===== config.mk =====
export PLATFORM = sky130hd
export DESIGN_NAME = imm_ext_unit_flat
export DESIGN_NICKNAME = d
export VERILOG_FILES = /design/src/rtl/imm_ext_unit_if.sv /design/src/rtl/imm_ext_unit.sv /design/src/flat_wrapper.sv
export SDC_FILE = /design/constraint.sdc
export NUM_CORES = 1
export LEC_CHECK = 0
export ABC_AREA = 0
export CAP_MARGIN = 20
export CORE_ASPECT_RATIO = 1.75
export CORE_UTILIZATION = 51
export CTS_CLUSTER_SIZE = 24
export DETAILED_ROUTE_END_ITERATION = 7
export GPL_ROUTABILITY_DRIVEN = 0
export PLACE_DENSITY = 0.9
export RECOVER_POWER = 100
export SETUP_SLACK_MARGIN = 0.15
export SYNTH_ARGS = -nofsm -noshare
export SYNTH_HDL_FRONTEND = slang
export SYNTH_SLANG_ARGS = --single-unit

===== constraint.sdc =====
create_clock -name clk -period 2.51 [get_ports clk]
set_clock_uncertainty 0.05 [all_clocks]
set_input_delay 0.502 -clock clk [delete_from_list [all_inputs] [get_ports clk]]
set_output_delay 0.502 -clock clk [all_outputs]
set_load 0.1 [all_outputs]

===== src/rtl/imm_ext_unit_if.sv =====
// Handshake bundle between the ID-stage field split (master) and the
// immediate extension unit (slave). Carries the input offer and the
// buffered, extended result back out toward the ALU operand mux.
interface imm_ext_unit_if #(
  parameter int IMM_W  = 16,
  parameter int DATA_W = 32,
  parameter int TAG_W  = 5
);

  logic              in_valid;
  logic              in_ready;
  logic [5:0]        in_opcode;
  logic [IMM_W-1:0]  in_imm;
  logic [TAG_W-1:0]  in_tag;

  logic              out_valid;
  logic              out_ready;
  logic [DATA_W-1:0] out_imm;
  logic [1:0]        out_mode;
  logic [TAG_W-1:0]  out_tag;

  modport master (
    output in_valid, in_opcode, in_imm, in_tag, out_ready,
    input  in_ready, out_valid, out_imm, out_mode, out_tag
  );

  modport slave (
    input  in_valid, in_opcode, in_imm, in_tag, out_ready,
    output in_ready, out_valid, out_imm, out_mode, out_tag
  );

endinterface


===== src/rtl/imm_ext_unit.sv =====
// Registered immediate extension unit. Decodes the extension mode from the
// opcode, widens the raw immediate to DATA_W bits and holds the result in a
// 2-entry skid buffer so ID can stall without losing decoded immediates.
// Optional feature: define IMM_EXT_UPPER_EN to decode opcode 0x0f as the
// upper (LUI) mode; otherwise 0x0f sign-extends and no shift path exists.
// DATA_W must be >= IMM_W.
module imm_ext_unit #(
  parameter int IMM_W  = 16,
  parameter int DATA_W = 32,
  parameter int TAG_W  = 5
) (
  input  logic           clk,
  input  logic           rst,
  input  logic           flush,
  imm_ext_unit_if.slave  bus
);

  localparam int EXT_W = DATA_W - IMM_W;

  localparam logic [1:0] EMPTY = 2'd0;
  localparam logic [1:0] ONE   = 2'd1;
  localparam logic [1:0] TWO   = 2'd2;

  localparam logic [1:0] MODE_SIGN  = 2'd0;
  localparam logic [1:0] MODE_ZERO  = 2'd1;
`ifdef IMM_EXT_UPPER_EN
  localparam logic [1:0] MODE_UPPER = 2'd2;
`endif

  logic [1:0]        state;
  logic [1:0]        dec_mode;
  logic [DATA_W-1:0] ext_imm;
  logic              push;
  logic              pop;

  logic [DATA_W-1:0] head_imm;
  logic [1:0]        head_mode;
  logic [TAG_W-1:0]  head_tag;
  logic [DATA_W-1:0] tail_imm;
  logic [1:0]        tail_mode;
  logic [TAG_W-1:0]  tail_tag;

  // Classify the opcode: logical-immediate ops zero-fill, LUI optionally
  // goes to the upper path, everything else sign-extends.
  always_comb begin
    dec_mode = MODE_SIGN;
    case (bus.in_opcode)
      6'h0c, 6'h0d, 6'h0e, 6'h24, 6'h25: dec_mode = MODE_ZERO;
`ifdef IMM_EXT_UPPER_EN
      6'h0f: dec_mode = MODE_UPPER;
`endif
      default: dec_mode = MODE_SIGN;
    endcase
  end

  // When no widening is needed every mode degenerates to a plain pass of
  // the raw field; the wide branch avoids zero-width replications.
  generate
    if (EXT_W == 0) begin : g_same_width
      assign ext_imm = bus.in_imm;
    end else begin : g_wide
      // Build the widened immediate for the decoded mode.
      always_comb begin
        ext_imm = {{EXT_W{bus.in_imm[IMM_W-1]}}, bus.in_imm};
        if (dec_mode == MODE_ZERO) begin
          ext_imm = {{EXT_W{1'b0}}, bus.in_imm};
        end
`ifdef IMM_EXT_UPPER_EN
        else if (dec_mode == MODE_UPPER) begin
          ext_imm = {bus.in_imm, {EXT_W{1'b0}}};
        end
`endif
      end
    end
  endgenerate

  assign bus.in_ready  = !rst && (state != TWO);
  assign bus.out_valid = (state != EMPTY);
  assign bus.out_imm   = (state != EMPTY) ? head_imm  : '0;
  assign bus.out_mode  = (state != EMPTY) ? head_mode : '0;
  assign bus.out_tag   = (state != EMPTY) ? head_tag  : '0;

  assign push = bus.in_valid && bus.in_ready;
  assign pop  = bus.out_valid && bus.out_ready;

  // Skid buffer: head is always the oldest entry; flush beats push/pop.
  always_ff @(posedge clk or posedge rst) begin
    if (rst) begin
      state     <= EMPTY;
      head_imm  <= '0;
      head_mode <= '0;
      head_tag  <= '0;
      tail_imm  <= '0;
      tail_mode <= '0;
      tail_tag  <= '0;
    end else if (flush) begin
      state <= EMPTY;
    end else begin
      case (state)
        EMPTY: begin
          if (push) begin
            head_imm  <= ext_imm;
            head_mode <= dec_mode;
            head_tag  <= bus.in_tag;
            state     <= ONE;
          end
        end
        ONE: begin
          if (push && pop) begin
            head_imm  <= ext_imm;
            head_mode <= dec_mode;
            head_tag  <= bus.in_tag;
          end else if (push) begin
            tail_imm  <= ext_imm;
            tail_mode <= dec_mode;
            tail_tag  <= bus.in_tag;
            state     <= TWO;
          end else if (pop) begin
            state <= EMPTY;
          end
        end
        TWO: begin
          if (pop) begin
            head_imm  <= tail_imm;
            head_mode <= tail_mode;
            head_tag  <= tail_tag;
            state     <= ONE;
          end
        end
        default: state <= EMPTY;
      endcase
    end
  end

endmodule


===== src/flat_wrapper.sv =====
// flat-port wrapper written by rule: the top's interface ports become plain ports
module imm_ext_unit_flat 
#(
  parameter int IMM_W  = 16,
  parameter int DATA_W = 32,
  parameter int TAG_W  = 5
)
  (clk, rst, flush, bus_in_valid, bus_in_opcode, bus_in_imm, bus_in_tag, bus_out_ready, bus_in_ready, bus_out_valid, bus_out_imm, bus_out_mode, bus_out_tag);
  imm_ext_unit_if #(.IMM_W(IMM_W), .DATA_W(DATA_W), .TAG_W(TAG_W)) bus_i ();
  input  logic clk;
  input  logic rst;
  input  logic flush;
  input wire logic [$bits(bus_i.in_valid)-1:0] bus_in_valid;
  input wire logic [$bits(bus_i.in_opcode)-1:0] bus_in_opcode;
  input wire logic [$bits(bus_i.in_imm)-1:0] bus_in_imm;
  input wire logic [$bits(bus_i.in_tag)-1:0] bus_in_tag;
  input wire logic [$bits(bus_i.out_ready)-1:0] bus_out_ready;
  output wire logic [$bits(bus_i.in_ready)-1:0] bus_in_ready;
  output wire logic [$bits(bus_i.out_valid)-1:0] bus_out_valid;
  output wire logic [$bits(bus_i.out_imm)-1:0] bus_out_imm;
  output wire logic [$bits(bus_i.out_mode)-1:0] bus_out_mode;
  output wire logic [$bits(bus_i.out_tag)-1:0] bus_out_tag;
  assign bus_i.in_valid = bus_in_valid;
  assign bus_i.in_opcode = bus_in_opcode;
  assign bus_i.in_imm = bus_in_imm;
  assign bus_i.in_tag = bus_in_tag;
  assign bus_i.out_ready = bus_out_ready;
  assign bus_in_ready = bus_i.in_ready;
  assign bus_out_valid = bus_i.out_valid;
  assign bus_out_imm = bus_i.out_imm;
  assign bus_out_mode = bus_i.out_mode;
  assign bus_out_tag = bus_i.out_tag;
  imm_ext_unit #(.IMM_W(IMM_W), .DATA_W(DATA_W), .TAG_W(TAG_W)) u_core (.clk(clk), .rst(rst), .flush(flush), .bus(bus_i));
endmodule

* Word level (Yosys, flattened, before mapping)
Cells that the tools add are included.
Cells by class: muxes and demuxes 24, bitwise gates (word level) 2, equal/unequal tests 16, reduce and logical (&&, ||, !) cells 12
Operators with widths (count):
- $mux W32 | 5
- $pmux W32 S3 | 1
- $mux W2 | 10
- $mux W5 | 4
- $eq A6 B4 Y1 const B | 3
- $pmux W5 S3 | 1
- $eq A6 B6 Y1 const B | 2
- $pmux W2 S3 | 2
- $reduce_and A4 Y1 | 2
- $ne A2 B1 Y1 const B | 3
- $ne A3 B2 Y1 const B | 2
- $reduce_and A5 Y1 | 1
- $reduce_or A5 Y1 | 1
- $logic_and A1 B1 Y1 | 4
- $ne A4 B2 Y1 const B | 1
- $ne A3 B3 Y1 const B | 1
- $reduce_bool A3 Y1 | 1
- $eq A2 B1 Y1 const B | 1
- $eq A2 B2 Y1 const B | 1
- $logic_not A2 Y1 | 1
- $ne A2 B2 Y1 const B | 1
- $not A1 Y1 | 2
- $reduce_bool A2 Y1 | 1
- $eq A1 B1 Y1 const B | 1
- other kinds (2) | 2
Storage, ports and cells: bits of input ports 32, register bits after elaboration 80, output and inout port bits 41

* Longest topological paths before layout
depth after elaboration 7, mapped depth 5, depth with buffers taken out 4

* Worst setup path after synthesis
OpenSTA, ideal clock, no wires.
path kind register -> output, start reg u_core.state[1], end out bus_out_imm[17], cell stages (with the launch flop) 4, path buffers 1, arrival time 2.901 ns, setup slack -0.943 ns, data required time 1.958 ns, cell sequence dfrtp_1 nor2_1 nor2b_1 buf_4
On the way: longest elaborated chain between the ends 2
Ends and longest elaborated chain:
- from (decl) | RTL line imm_ext_unit.sv:30 | logic [1:0] state;
- from (signal assigned) | RTL line imm_ext_unit.sv:89 | state <= EMPTY;
- from (signal assigned) | RTL line imm_ext_unit.sv:97 | state <= EMPTY;
- from (signal assigned) | RTL line imm_ext_unit.sv:105 | state <= ONE;
- $reduce_bool A2 Y1 | RTL line imm_ext_unit.sv:79 | assign bus.out_imm = (state != EMPTY) ? head_imm : '0;
- $mux W32 | RTL line imm_ext_unit.sv:79
- to (decl) | RTL line flat_wrapper.sv:20 | output wire logic [$bits(bus_i.out_imm)-1:0] bus_out_imm;
Every way passes these cells.

* Final worst setup path
start in rst, end reg u_core.head_imm[30]
On the way: longest elaborated chain between the ends 6, elaborated cells on any way between the ends 7, classes of those cells 2 x eq/ne; 5 x reduce/logical
Ends and longest elaborated chain:
- from (decl) | RTL line flat_wrapper.sv:11 | input logic rst;
- $logic_not A1 Y1 (*) | RTL line imm_ext_unit.sv:77 | assign bus.in_ready = !rst && (state != TWO);
- $logic_and A1 B1 Y1 (*) | RTL line imm_ext_unit.sv:77
- $logic_and A1 B1 Y1 (*) | RTL line imm_ext_unit.sv:83 | assign push = bus.in_valid && bus.in_ready;
- $logic_and A1 B1 Y1 | RTL line imm_ext_unit.sv:109 | if (push && pop) begin
- $ne A2 B1 Y1 (no line)
- $reduce_and A5 Y1 (no line) (*)
- to (signal assigned) | RTL line imm_ext_unit.sv:102 | head_imm <= ext_imm;
- to (signal assigned) | RTL line imm_ext_unit.sv:110 | head_imm <= ext_imm;
- to (signal assigned) | RTL line imm_ext_unit.sv:124 | head_imm <= tail_imm;
- to (decl) | RTL line imm_ext_unit.sv:36 | logic [DATA_W-1:0] head_imm;
Mark *: on every way between the ends. The rest lies on a longest branch, timed or not. A chain may end at the register's enable or synchronous reset.

==> reports/qor.yml <==
p_leak_nw: 1.46
portBuffers: 71
netlist_area_um2: 2460
synth_fp_nets: 271
hold_buffers: 0
r2r_setup_slack_ps: 400
irDropWorstVdd_mv: 0.559
grt_use_met1_pct: 30.3
die_x_um: 54.6
drive_above_1_share_pct: 32.0
wl_per_cell_um: 16.0
crit-reg2reg-capture: "u_core.head_imm[30]"
yosys-top-cells-area: "dfrtp_1, mux2_2, nand2_1, nor2b_1, buf_4"
min_from: "u_core.tail_imm[30]"
yosysTopAreaCellShare_pct: 48.7
ios: 73
path_class: "input port to flop"
r2r-start: "u_core.state[0]"
cts-htree-levels: 2
cts_setup_buffers: 0
synthDistinctLibCells: 28
stdcell_area_um2: 3340
slowest_delay_ps: 540
finalHoldViolCount: 0
crit_arrival_ps: 2470
cts_tree: "built"
drc: 0
top_usage_layer: "met2"
num_vias: 1885
path_cells: "dlygate4sd3_1 > or4b_1 > a31oi_1 > buf_12 > o211ai_1 > o21a_1"
synth.avg_cell_area_um2: 10.3
grt_max_degree: 29
min_period_over_period_pct: 93.1
layout_setup_ws_ps: 172
clock_latency_ps: 300
clockRootBuffer: "clkbuf_8"
rsz0062_at_grt: "no"
drt_iter0_drc: 46
synth_common_cells: "dfrtp_1, nand2_1, nor2b_1, mux2_2, buf_4"
max_slew_margin_pct: 43.8
antenna_left: 0
finalCriticalPeriod_ps: 2340
nFillCells: 318
dpl-instance-area_um2: 3540
fmax_mhz: 428
hold_class: "flop to flop"
row_count: 33
tightest_slew_ps: 843
critPathTopFamily: "buffers and inverters"
dp_slack_ps: 161
drv_slew: 0
synth_edf_count: 0
hpwl_um: 4100
globalRouteTotalUtil_pct: 24.6
status: "finished clean"
synthFlopType: "dfrtp_1"
routed_via_density: 5.40
use_met2_pct: 41.6
max-clock-path-buffers: 2
r2r_cells: 5
async_flop_share_pct: 100
grt_pass1_wl_um: 8970
dr.pass1.iters: 4
synth_seq_cells: 48
cts_sinks: 48
final_core_util_pct: 71.7
use_met3_pct: 4.05
crit_buf_inv: 2
crit_required_ps: 2640
critPathMaxFanout: 20
whs_path_depth: 2
seq_area_um2: 1200
synth_largest_area_cell: "dfrtp_1"
endpoint_kind: "flop"
routed_wl_um: 5580
area_growth_pct: 35.7
fp.dieArea_um2: 5130
hold-path-endpoint: "u_core.tail_imm[30]"
multi_input_area_um2: 1030
ys_warn_count: 0
core_um2: 4670
grt_antenna_before_repair: 0
fin_hold_ws_ps: 456
synthCells: 239
seq_area_frac_synth_pct: 48.7
critPathLaunchType: "input port"
grt_pass1_vias: 1842
drv_cap: 0
cts_resized: 0
grt_overflow_total: 0
finalSetupViolCount: 0
p_per_area_nw_per_um2: 748
start_util_pct: 52.8
worst_path_max_delay_cell: "dlygate4sd3_1"
cts.clk_slew.worst_paths_ps: 80
cts-buffers-inserted: 5
die_h_um: 94.0
nets: 329
antenna_cells: 0
==> report_power, final <==
group / switching (mW) / internal (mW) / leakage [nW]
logic: 0.660 / 0.349 / 0.830
clock network: 0.238 / 0.245 / 0.0503
registers: 0.0833 / 0.926 / 0.584
total: 0.982 / 1.52 / 1.46
==> placed cells by master, fill, tap and decap left out, drive strengths merged <==
master and n:
nand2 48, dfrtp 48, clkdlybuf4s50 30, buf 28
clkbuf 28, nor2b 25, nor2 24, a31oi 24
mux2 22, nand4bb 2, or3b 2, nand2b 2
inv 2, nor4b 1, or4b 1, nand3b 1
xnor2 1, o22ai 1, o211ai 1, o21a 1
o21ai 1, a21o 1, o31ai 1, conb 1
dlygate4sd3 1
==> layer usage <==
layer	up-vias	share of wire (%)
met4	0	1.8
met3	10	2.9
met1	936	38
met2	41	57
li1	898	-
met5	-	0
==> final cells by class <==
class                   instances  share of cell area (%)
flip-flops and latches         48                    35.9
clock buffers                   7                    2.88
well taps                      52                    1.95
inverters                       2                   0.224
repair buffers                 80                    28.1
multi-input cells             160                    30.9
==> cells by family (layout without fill, tap and decap cells) <==
family	after synthesis	after routing	share of synthesized area [%]
flip-flops	48	48	48.7
buffers and inverters	31	89	8.12
multiplexers	22	22	10.1
AND/OR/NAND/NOR	106	106	21.7
other	1	1	0.152
XOR/XNOR	1	1	0.355
AO/OA/AOI/OAI	30	30	10.9
==> worst reg2reg max path, delay by kind of cell, from the launching register on <==
family / cells / cell delay [ps]
AOI/OAI and AO/OA: 3 / 680
DFF: 1 / 450
and+or+nand+nor: 1 / 590
buffers and inverters: 1 / 230
==> how the worst max path moves through the flow <==
stage / start / to / slack (ps) / cells after the start
after floorplan: u_core.state[1] / bus_out_imm[17] / -130 / 3
after global placement: bus_in_valid / u_core.head_imm[30] / 260 / 6
after detailed placement: bus_in_valid / u_core.head_imm[30] / 160 / 6
after CTS: u_core.state[1] / bus_out_imm[27] / 340 / 4
after global routing: u_core.state[1] / bus_out_imm[0] / 120 / 4
final: rst / u_core.head_imm[30] / 170 / 6
==> registers in the layout, indices dropped and copies added (netlist names) <==
signal and cells:
u_core.head_tag 5, u_core.tail_imm 17, u_core.head_mode 1, u_core.head_imm 17, u_core.tail_tag 5, u_core.tail_mode 1, u_core.state 2
==> metrics by stage <==
step	total power, mW	std cells	TNS, ps
6_report	2.50	349	0
5_1_grt	2.61	349	0
4_1_cts	2.63	349	0
3_5_place_dp	2.14	342	0
3_3_place_gp	2.10	342	0
2_1_floorplan	1.76	239	-4460
Power figures use the tool's default switching activity.
